`src/rtl/sram_port_sequencer_if.sv`:
```
// Request/response stream bundle between a requester and the SRAM port sequencer.
// The master drives requests and consumes responses; the slave is the sequencer.
interface sram_port_sequencer_if #(
  parameter int unsigned DATA_WIDTH = 33,
  parameter int unsigned ADDR_WIDTH = 9,
  parameter int unsigned NUM_WMASKS = 4
);
  logic                  req_valid;
  logic                  req_ready;
  logic                  req_we;
  logic [ADDR_WIDTH-1:0] req_addr;
  logic [DATA_WIDTH-1:0] req_wdata;
  logic [NUM_WMASKS-1:0] req_wmask;
  logic                  req_spare_wen;
  logic                  rsp_valid;
  logic                  rsp_ready;
  logic [DATA_WIDTH-1:0] rsp_rdata;

  modport master (
    output req_valid,
    output req_we,
    output req_addr,
    output req_wdata,
    output req_wmask,
    output req_spare_wen,
    output rsp_ready,
    input  req_ready,
    input  rsp_valid,
    input  rsp_rdata
  );

  modport slave (
    input  req_valid,
    input  req_we,
    input  req_addr,
    input  req_wdata,
    input  req_wmask,
    input  req_spare_wen,
    input  rsp_ready,
    output req_ready,
    output rsp_valid,
    output rsp_rdata
  );
endinterface

```
`src/rtl/sram_port_sequencer.sv`:
```
// Converts a valid/ready request stream into 1RW SRAM macro pin activity and returns
// read data in order through a small credit-protected response FIFO.
module sram_port_sequencer #(
  parameter int unsigned DATA_WIDTH = 33,
  parameter int unsigned ADDR_WIDTH = 9,
  parameter int unsigned NUM_WMASKS = 4,
  parameter int unsigned RSP_DEPTH  = 2,
  parameter int unsigned CNT_WIDTH  = 16
) (
  input  logic                  i_clk,
  input  logic                  i_reset,
  sram_port_sequencer_if.slave  bus,
  output logic                  o_sram_csb,
  output logic                  o_sram_web,
  output logic [NUM_WMASKS-1:0] o_sram_wmask,
  output logic                  o_sram_spare_wen,
  output logic [ADDR_WIDTH-1:0] o_sram_addr,
  output logic [DATA_WIDTH-1:0] o_sram_din,
  input  logic [DATA_WIDTH-1:0] i_sram_dout,
  output logic [CNT_WIDTH-1:0]  o_rd_count,
  output logic [CNT_WIDTH-1:0]  o_wr_count
);

  localparam int unsigned PtrW = (RSP_DEPTH > 1) ? $clog2(RSP_DEPTH) : 1;
  localparam int unsigned CntW = $clog2(RSP_DEPTH + 1);
  localparam int unsigned OccW = CntW + 1;

  function automatic logic [PtrW-1:0] ptr_inc(input logic [PtrW-1:0] p);
    return (p == PtrW'(RSP_DEPTH - 1)) ? '0 : p + 1'b1;
  endfunction

  logic                  r_rd_pend;
  logic [PtrW-1:0]       r_wr_ptr;
  logic [PtrW-1:0]       r_rd_ptr;
  logic [CntW-1:0]       r_count;
  logic [DATA_WIDTH-1:0] r_mem [RSP_DEPTH];
  logic [DATA_WIDTH-1:0] r_rsp_rdata;
  logic [CNT_WIDTH-1:0]  r_rd_count;
  logic [CNT_WIDTH-1:0]  r_wr_count;

  logic                  w_fire;
  logic                  w_rd_fire;
  logic                  w_wr_fire;
  logic                  w_push;
  logic                  w_pop;
  logic [OccW-1:0]       w_occ;
  logic                  w_req_ready;
  logic [CntW-1:0]       w_count_d;
  logic [PtrW-1:0]       w_wr_ptr_d;
  logic [PtrW-1:0]       w_rd_ptr_d;
  logic [DATA_WIDTH-1:0] w_rsp_rdata_d;

  // Credit check counts the read already in flight to the macro, so the FIFO cannot overflow.
  always_comb begin
    w_push      = r_rd_pend;
    w_pop       = (r_count != '0) && bus.rsp_ready;
    w_occ       = OccW'(r_count) + OccW'(r_rd_pend) - OccW'(w_pop);
    w_req_ready = !i_reset && (w_occ < OccW'(RSP_DEPTH));
    w_fire      = bus.req_valid && w_req_ready;
    w_rd_fire   = w_fire && !bus.req_we;
    w_wr_fire   = w_fire && bus.req_we;
  end

  // Macro registers its own inputs, so issue is a straight pass-through.
  always_comb begin
    o_sram_csb       = !w_fire;
    o_sram_web       = !w_wr_fire;
    o_sram_addr      = bus.req_addr;
    o_sram_din       = bus.req_wdata;
    o_sram_wmask     = bus.req_wmask;
    o_sram_spare_wen = bus.req_spare_wen;
  end

  always_comb begin
    w_count_d  = r_count + CntW'(w_push) - CntW'(w_pop);
    w_wr_ptr_d = w_push ? ptr_inc(r_wr_ptr) : r_wr_ptr;
    w_rd_ptr_d = w_pop ? ptr_inc(r_rd_ptr) : r_rd_ptr;
  end

  // Head data is registered so it holds its last value once the FIFO drains.
  always_comb begin
    w_rsp_rdata_d = r_rsp_rdata;
    if (w_count_d != '0) begin
      if (w_push && (w_rd_ptr_d == r_wr_ptr)) begin
        w_rsp_rdata_d = i_sram_dout;
      end else begin
        w_rsp_rdata_d = r_mem[w_rd_ptr_d];
      end
    end
  end

  always_ff @(posedge i_clk) begin
    if (i_reset) begin
      r_rd_pend   <= 1'b0;
      r_wr_ptr    <= '0;
      r_rd_ptr    <= '0;
      r_count     <= '0;
      r_rsp_rdata <= '0;
      r_rd_count  <= '0;
      r_wr_count  <= '0;
    end else begin
      r_rd_pend   <= w_rd_fire;
      r_wr_ptr    <= w_wr_ptr_d;
      r_rd_ptr    <= w_rd_ptr_d;
      r_count     <= w_count_d;
      r_rsp_rdata <= w_rsp_rdata_d;
      r_rd_count  <= r_rd_count + CNT_WIDTH'(w_rd_fire);
      r_wr_count  <= r_wr_count + CNT_WIDTH'(w_wr_fire);
    end
  end

  always_ff @(posedge i_clk) begin
    if (!i_reset && w_push) begin
      r_mem[r_wr_ptr] <= i_sram_dout;
    end
  end

  assign bus.req_ready = w_req_ready;
  assign bus.rsp_valid = (r_count != '0);
  assign bus.rsp_rdata = r_rsp_rdata;
  assign o_rd_count    = r_rd_count;
  assign o_wr_count    = r_wr_count;

endmodule

```
`src/flat_wrapper.sv`:
```
// flat-port wrapper written by rule: the top's interface ports become plain ports
module sram_port_sequencer_flat 
#(
  parameter int unsigned DATA_WIDTH = 33,
  parameter int unsigned ADDR_WIDTH = 9,
  parameter int unsigned NUM_WMASKS = 4,
  parameter int unsigned RSP_DEPTH  = 2,
  parameter int unsigned CNT_WIDTH  = 16
)
  (i_clk, i_reset, o_sram_csb, o_sram_web, o_sram_wmask, o_sram_spare_wen, o_sram_addr, o_sram_din, i_sram_dout, o_rd_count, o_wr_count, bus_req_valid, bus_req_we, bus_req_addr, bus_req_wdata, bus_req_wmask, bus_req_spare_wen, bus_rsp_ready, bus_req_ready, bus_rsp_valid, bus_rsp_rdata);
  sram_port_sequencer_if #(.DATA_WIDTH(DATA_WIDTH), .ADDR_WIDTH(ADDR_WIDTH), .NUM_WMASKS(NUM_WMASKS)) bus_i ();
  input  logic i_clk;
  input  logic i_reset;
  output logic o_sram_csb;
  output logic o_sram_web;
  output logic [NUM_WMASKS-1:0] o_sram_wmask;
  output logic o_sram_spare_wen;
  output logic [ADDR_WIDTH-1:0] o_sram_addr;
  output logic [DATA_WIDTH-1:0] o_sram_din;
  input  logic [DATA_WIDTH-1:0] i_sram_dout;
  output logic [CNT_WIDTH-1:0] o_rd_count;
  output logic [CNT_WIDTH-1:0] o_wr_count;
  input wire logic [$bits(bus_i.req_valid)-1:0] bus_req_valid;
  input wire logic [$bits(bus_i.req_we)-1:0] bus_req_we;
  input wire logic [$bits(bus_i.req_addr)-1:0] bus_req_addr;
  input wire logic [$bits(bus_i.req_wdata)-1:0] bus_req_wdata;
  input wire logic [$bits(bus_i.req_wmask)-1:0] bus_req_wmask;
  input wire logic [$bits(bus_i.req_spare_wen)-1:0] bus_req_spare_wen;
  input wire logic [$bits(bus_i.rsp_ready)-1:0] bus_rsp_ready;
  output wire logic [$bits(bus_i.req_ready)-1:0] bus_req_ready;
  output wire logic [$bits(bus_i.rsp_valid)-1:0] bus_rsp_valid;
  output wire logic [$bits(bus_i.rsp_rdata)-1:0] bus_rsp_rdata;
  assign bus_i.req_valid = bus_req_valid;
  assign bus_i.req_we = bus_req_we;
  assign bus_i.req_addr = bus_req_addr;
  assign bus_i.req_wdata = bus_req_wdata;
  assign bus_i.req_wmask = bus_req_wmask;
  assign bus_i.req_spare_wen = bus_req_spare_wen;
  assign bus_i.rsp_ready = bus_rsp_ready;
  assign bus_req_ready = bus_i.req_ready;
  assign bus_rsp_valid = bus_i.rsp_valid;
  assign bus_rsp_rdata = bus_i.rsp_rdata;
  sram_port_sequencer #(.DATA_WIDTH(DATA_WIDTH), .ADDR_WIDTH(ADDR_WIDTH), .NUM_WMASKS(NUM_WMASKS), .RSP_DEPTH(RSP_DEPTH), .CNT_WIDTH(CNT_WIDTH)) u_core (.i_clk(i_clk), .i_reset(i_reset), .bus(bus_i), .o_sram_csb(o_sram_csb), .o_sram_web(o_sram_web), .o_sram_wmask(o_sram_wmask), .o_sram_spare_wen(o_sram_spare_wen), .o_sram_addr(o_sram_addr), .o_sram_din(o_sram_din), .i_sram_dout(i_sram_dout), .o_rd_count(o_rd_count), .o_wr_count(o_wr_count));
endmodule
```
`config.mk`:
```
export PLATFORM = sky130hd
export DESIGN_NAME = sram_port_sequencer_flat
export DESIGN_NICKNAME = d
export VERILOG_FILES = /design/src/rtl/sram_port_sequencer_if.sv /design/src/rtl/sram_port_sequencer.sv /design/src/flat_wrapper.sv
export SDC_FILE = /design/constraint.sdc
export NUM_CORES = 1
export LEC_CHECK = 0
export ABC_CLOCK_PERIOD_IN_PS = 4100
export CAP_MARGIN = 0
export CORE_UTILIZATION = 43
export CTS_CLUSTER_DIAMETER = 80
export DETAILED_ROUTE_END_ITERATION = 7
export PLACE_DENSITY = 0.75
export SYNTH_ARGS = -nofsm -noshare
export SYNTH_HDL_FRONTEND = slang
export SYNTH_SLANG_ARGS = --single-unit
```
`constraint.sdc`:
```
create_clock -name i_clk -period 4.1 [get_ports i_clk]
set_input_delay 0.82 -clock i_clk [delete_from_list [all_inputs] [get_ports i_clk]]
set_output_delay 0.82 -clock i_clk [all_outputs]
set_load 0.1 [all_outputs]
```
==> summary.md <==
| Metric | Value |
|---|---|
| Die ar. | `about 0.016 mm²` |
| 1st-pass router iterations | `8` |
| Layout cells sized above 1 | `a little over a fifth` |
| H-tree depth | `4` |
| Final Hold Fails | `0` |
| Crit Path Max Fanout | `3` |
| Setup slack, reg-to-reg | `0.79 ns` |
| WP data required | `between 3 and 4 ns` |
| Synth warnings | `0` |
| Mapped Avg Cell Area | `11.12 µm²` |
| Mapped Cells | `589` |
| Status | `finished, violations left` |
| Top FF cell, synth | `dfxtp_1` |
| Final hold slack | `roughly 0.53 ns` |
| GPL Wtd Cong | `0.8272` |
| Setup TNS | `0 ns` |
| IO Port Bufs | `roughly 110` |
| Overall Global Routing Usage | `21.29%` |
| Ant diodes | `0` |
| Starting density of the core | `44.57%` |
| Clock Skew | `0.005232 ns` |
| Drt initial violations | `350` |
| Final total power | `6.855 mW` |
| Final worst slack | `0.1780 ns` |
| Max IR drop VDD | `0.5064 mV` |
| Top Ports | `201` |
| Clock Path Buffers | `2` |
| Clock Pin Slew Worst Setup and Hold Paths | `0.06 ns` |
| Met1 Use GR | `24.48%` |
| Antenna violations before repair | `0` |
| Crit. Startpoint | `bus_rsp_ready` |
| Pwr/cell area | `roughly 830 mW/mm²` |
| FMAX | `255.0 MHz` |
| DRC errors left | `23` |
| Area Growth Syn to Fin | `25.36%` |
| Hpwl dp | `10180 µm` |
| Routed vias | `4732` |
| R2r worst-path depth | `17` |
| CP startpoint kind | `input pin` |
| Reg-to-reg startpoint | `u_core.r_count[1]` |
| Final setup violation count | `0` |
| GRT overflow | `0` |
| Gr busiest metal | `met2` |
| Leak pwr | `2.723 nW` |
| Final min period | `3.922 ns` |
| Chip Width | `about 130 µm` |
| Fillcell total | `about 1200` |
| Core box area | `0.01470 mm²` |
| Final instance area | `0.008213 mm²` |
| Routed wire per std cell | `18.98 µm` |
| Via density | `5.627` |
| Worst slack at placement | `-0.01487 ns` |
| Clk Latency, worst-skew pair | `about 0.41 ns` |
| Largest net degree at the start of global routing | `53` |
| Slew headroom | `31.37%` |
| Met2 Use GR | `between 30% and 40%` |
| Mapped Area | `0.006551 mm²` |
| Final Max Tran Viols | `0` |
| Maxcap violations | `0` |
| Synthesized flop and latch total | `136` |
| Violated checks | `DRC` |
| First-pass GRT wire length | `25880 µm` |
| Utilization after layout | `between 50% and 60%` |
| Tcrit/Tclk final | `95.66%` |
| # hold bufs at CTS | `0` |
| Hold crit path type | `reg2reg` |
| R2r endpoint | `u_core.o_rd_count[10]` |
| Crit path capture type | `primary output` |
| CTS tree | `built` |
| Fin cells | `841` |
| Root Driver | `clkbuf_16` |
| # nets final | `736` |
| Final WL | `between 15000 and 20000 µm` |
| Sink Count | `136` |
| Ys async rst share | `0%` |
| Post-synth net total | `just under 700` |
| Worst EP arrival | `3.10 ns` |
| Setup bufs post-CTS | `0` |
| Register area share after synthesis | `roughly half` |
| Met3 Track Usage GR | `roughly 6.3%` |
| Commonest non-fill, non-tap cells in the layout | `clkdlybuf4s50_1 (102), dfxtp_1 (70), nor2_1 (68)` |
| Routed Antenna Nets | `0` |
| Die height | `125.4 µm` |
| Post-synth EDFFs | `66` |
| Commonest non-fill, non-tap cell in the layout | `clkdlybuf4s50_1` |
| Standard-cell rows | `44` |
| CTS-repair resized insts | `0` |
| Unrepaired setup endpoints after global routing | `false` |
| Crit path to | `o_sram_csb` |
| Worst setup path class | `in2out` |
| Placed Cells | `809` |
| TritonCTS buffer count | `17` |
| DP Area | `approximately 0.0076 mm²` |
| Actual slew at the worst max-slew pin | `between 1 and 1.5 ns` |
| Synth unique cells | `39` |
| Number of global-route vias before repair | `around 5000` |
[power by group]
| group | switching (mW) | internal, mW |
|---|---|---|
| clock network | 0.536 | 0.996 |
| logic | 2.44 | 1.17 |
| registers | 0.106 | 1.60 |
| total | 3.08 | 3.77 |
[layout make-up]
class / count / area (µm²) / area share [%]
Clock inverter: 4 / 20.02 / 0.2438
Sequential cell: 136 / 3383 / 41.19
Inverter: 6 / 22.52 / 0.2742
Timing Repair Buffer: 121 / 1214 / 14.78
Multi-Input combinational cell: 362 / 2741 / 33.38
Tap cell: 184 / 230.2 / 2.803
Clock buffer: 28 / 601.8 / 7.328
[synthesized netlist by cell type (all sizes together), types with 14 or more instances]
| library cell | count | area share (%) |
|---|---|---|
| a211oi | 33 | 4.5 |
| dfxtp | 70 | 21 |
| xnor2 | 14 | 1.9 |
| nor3 | 36 | 4.9 |
| o22ai | 33 | 3.2 |
| or3b | 33 | 4.4 |
| nand3 | 14 | 1.1 |
| mux2 | 33 | 5.7 |
| o21ai | 34 | 2.6 |
| edfxtp | 66 | 30 |
| nor2 | 70 | 4.0 |
| buf | 62 | 7.1 |
| xor2 | 16 | 2.4 |
| clkbuf | 23 | 1.4 |
[worst min-delay path by stage]
| stage | startpoint | to | slack [ns] | cells after the start |
|---|---|---|---|---|
| 3_3_place_gp | u_core.o_rd_count[5] | u_core.o_rd_count[5] | 0.50 | 2 |
| 5_1_grt | u_core.o_rd_count[5] | u_core.o_rd_count[5] | 0.57 | 2 |
| 3_5_place_dp | u_core.o_rd_count[5] | u_core.o_rd_count[5] | 0.52 | 2 |
| 4_1_cts | u_core.o_rd_count[5] | u_core.o_rd_count[5] | 0.52 | 2 |
| 2_1_floorplan | u_core.r_wr_ptr | u_core.r_wr_ptr | 0.52 | 2 |
| 6_report | u_core.o_rd_count[5] | u_core.o_rd_count[5] | 0.53 | 2 |
[state kept, by name (all words and copies together) (netlist names)]
signal,cells
u_core.r_count,2
u_core.r_rd_pend,1
u_core.r_mem,66
u_core.r_rd_ptr,1
u_core.o_rd_count,16
u_core.bus.rsp_rdata,33
u_core.o_wr_count,16
u_core.r_wr_ptr,1
[per-layer routing]
layer  vias to the layer above  share of wire (%)  wire (µm)
met5                         -                  0          0
met4                         0                2.0        326
met3                        33                6.7       1075
met2                       187                 50       8044
met1                      2314                 41       6513
li1                       2198                  -          -
[worst max-delay path: stages]
cell and delay [ns]:
clkdlybuf4s50_1 0.48, o21a_4 0.14, ha_4 0.19, inv_2 0.06
ha_4 0.12, inv_2 0.03, fa_2 0.55, nor3b_4 0.20
buf_4 0.17, nand2_4 0.04, buf_4 0.14, buf_12 0.16
[cell families (layout without fill, tap and decap cells)]
kind of cell    Yosys count  after routing  synth area share, %
fa+ha+maj                 7              7                1.451
flops                   136            136                51.64
compound gates          102            102                10.50
buf+inv                  91            159                8.843
xor+xnor                 30             30                4.297
simple gates            190            190                17.59
mux                      33             33                5.672
Power figures use the tool's default switching activity.
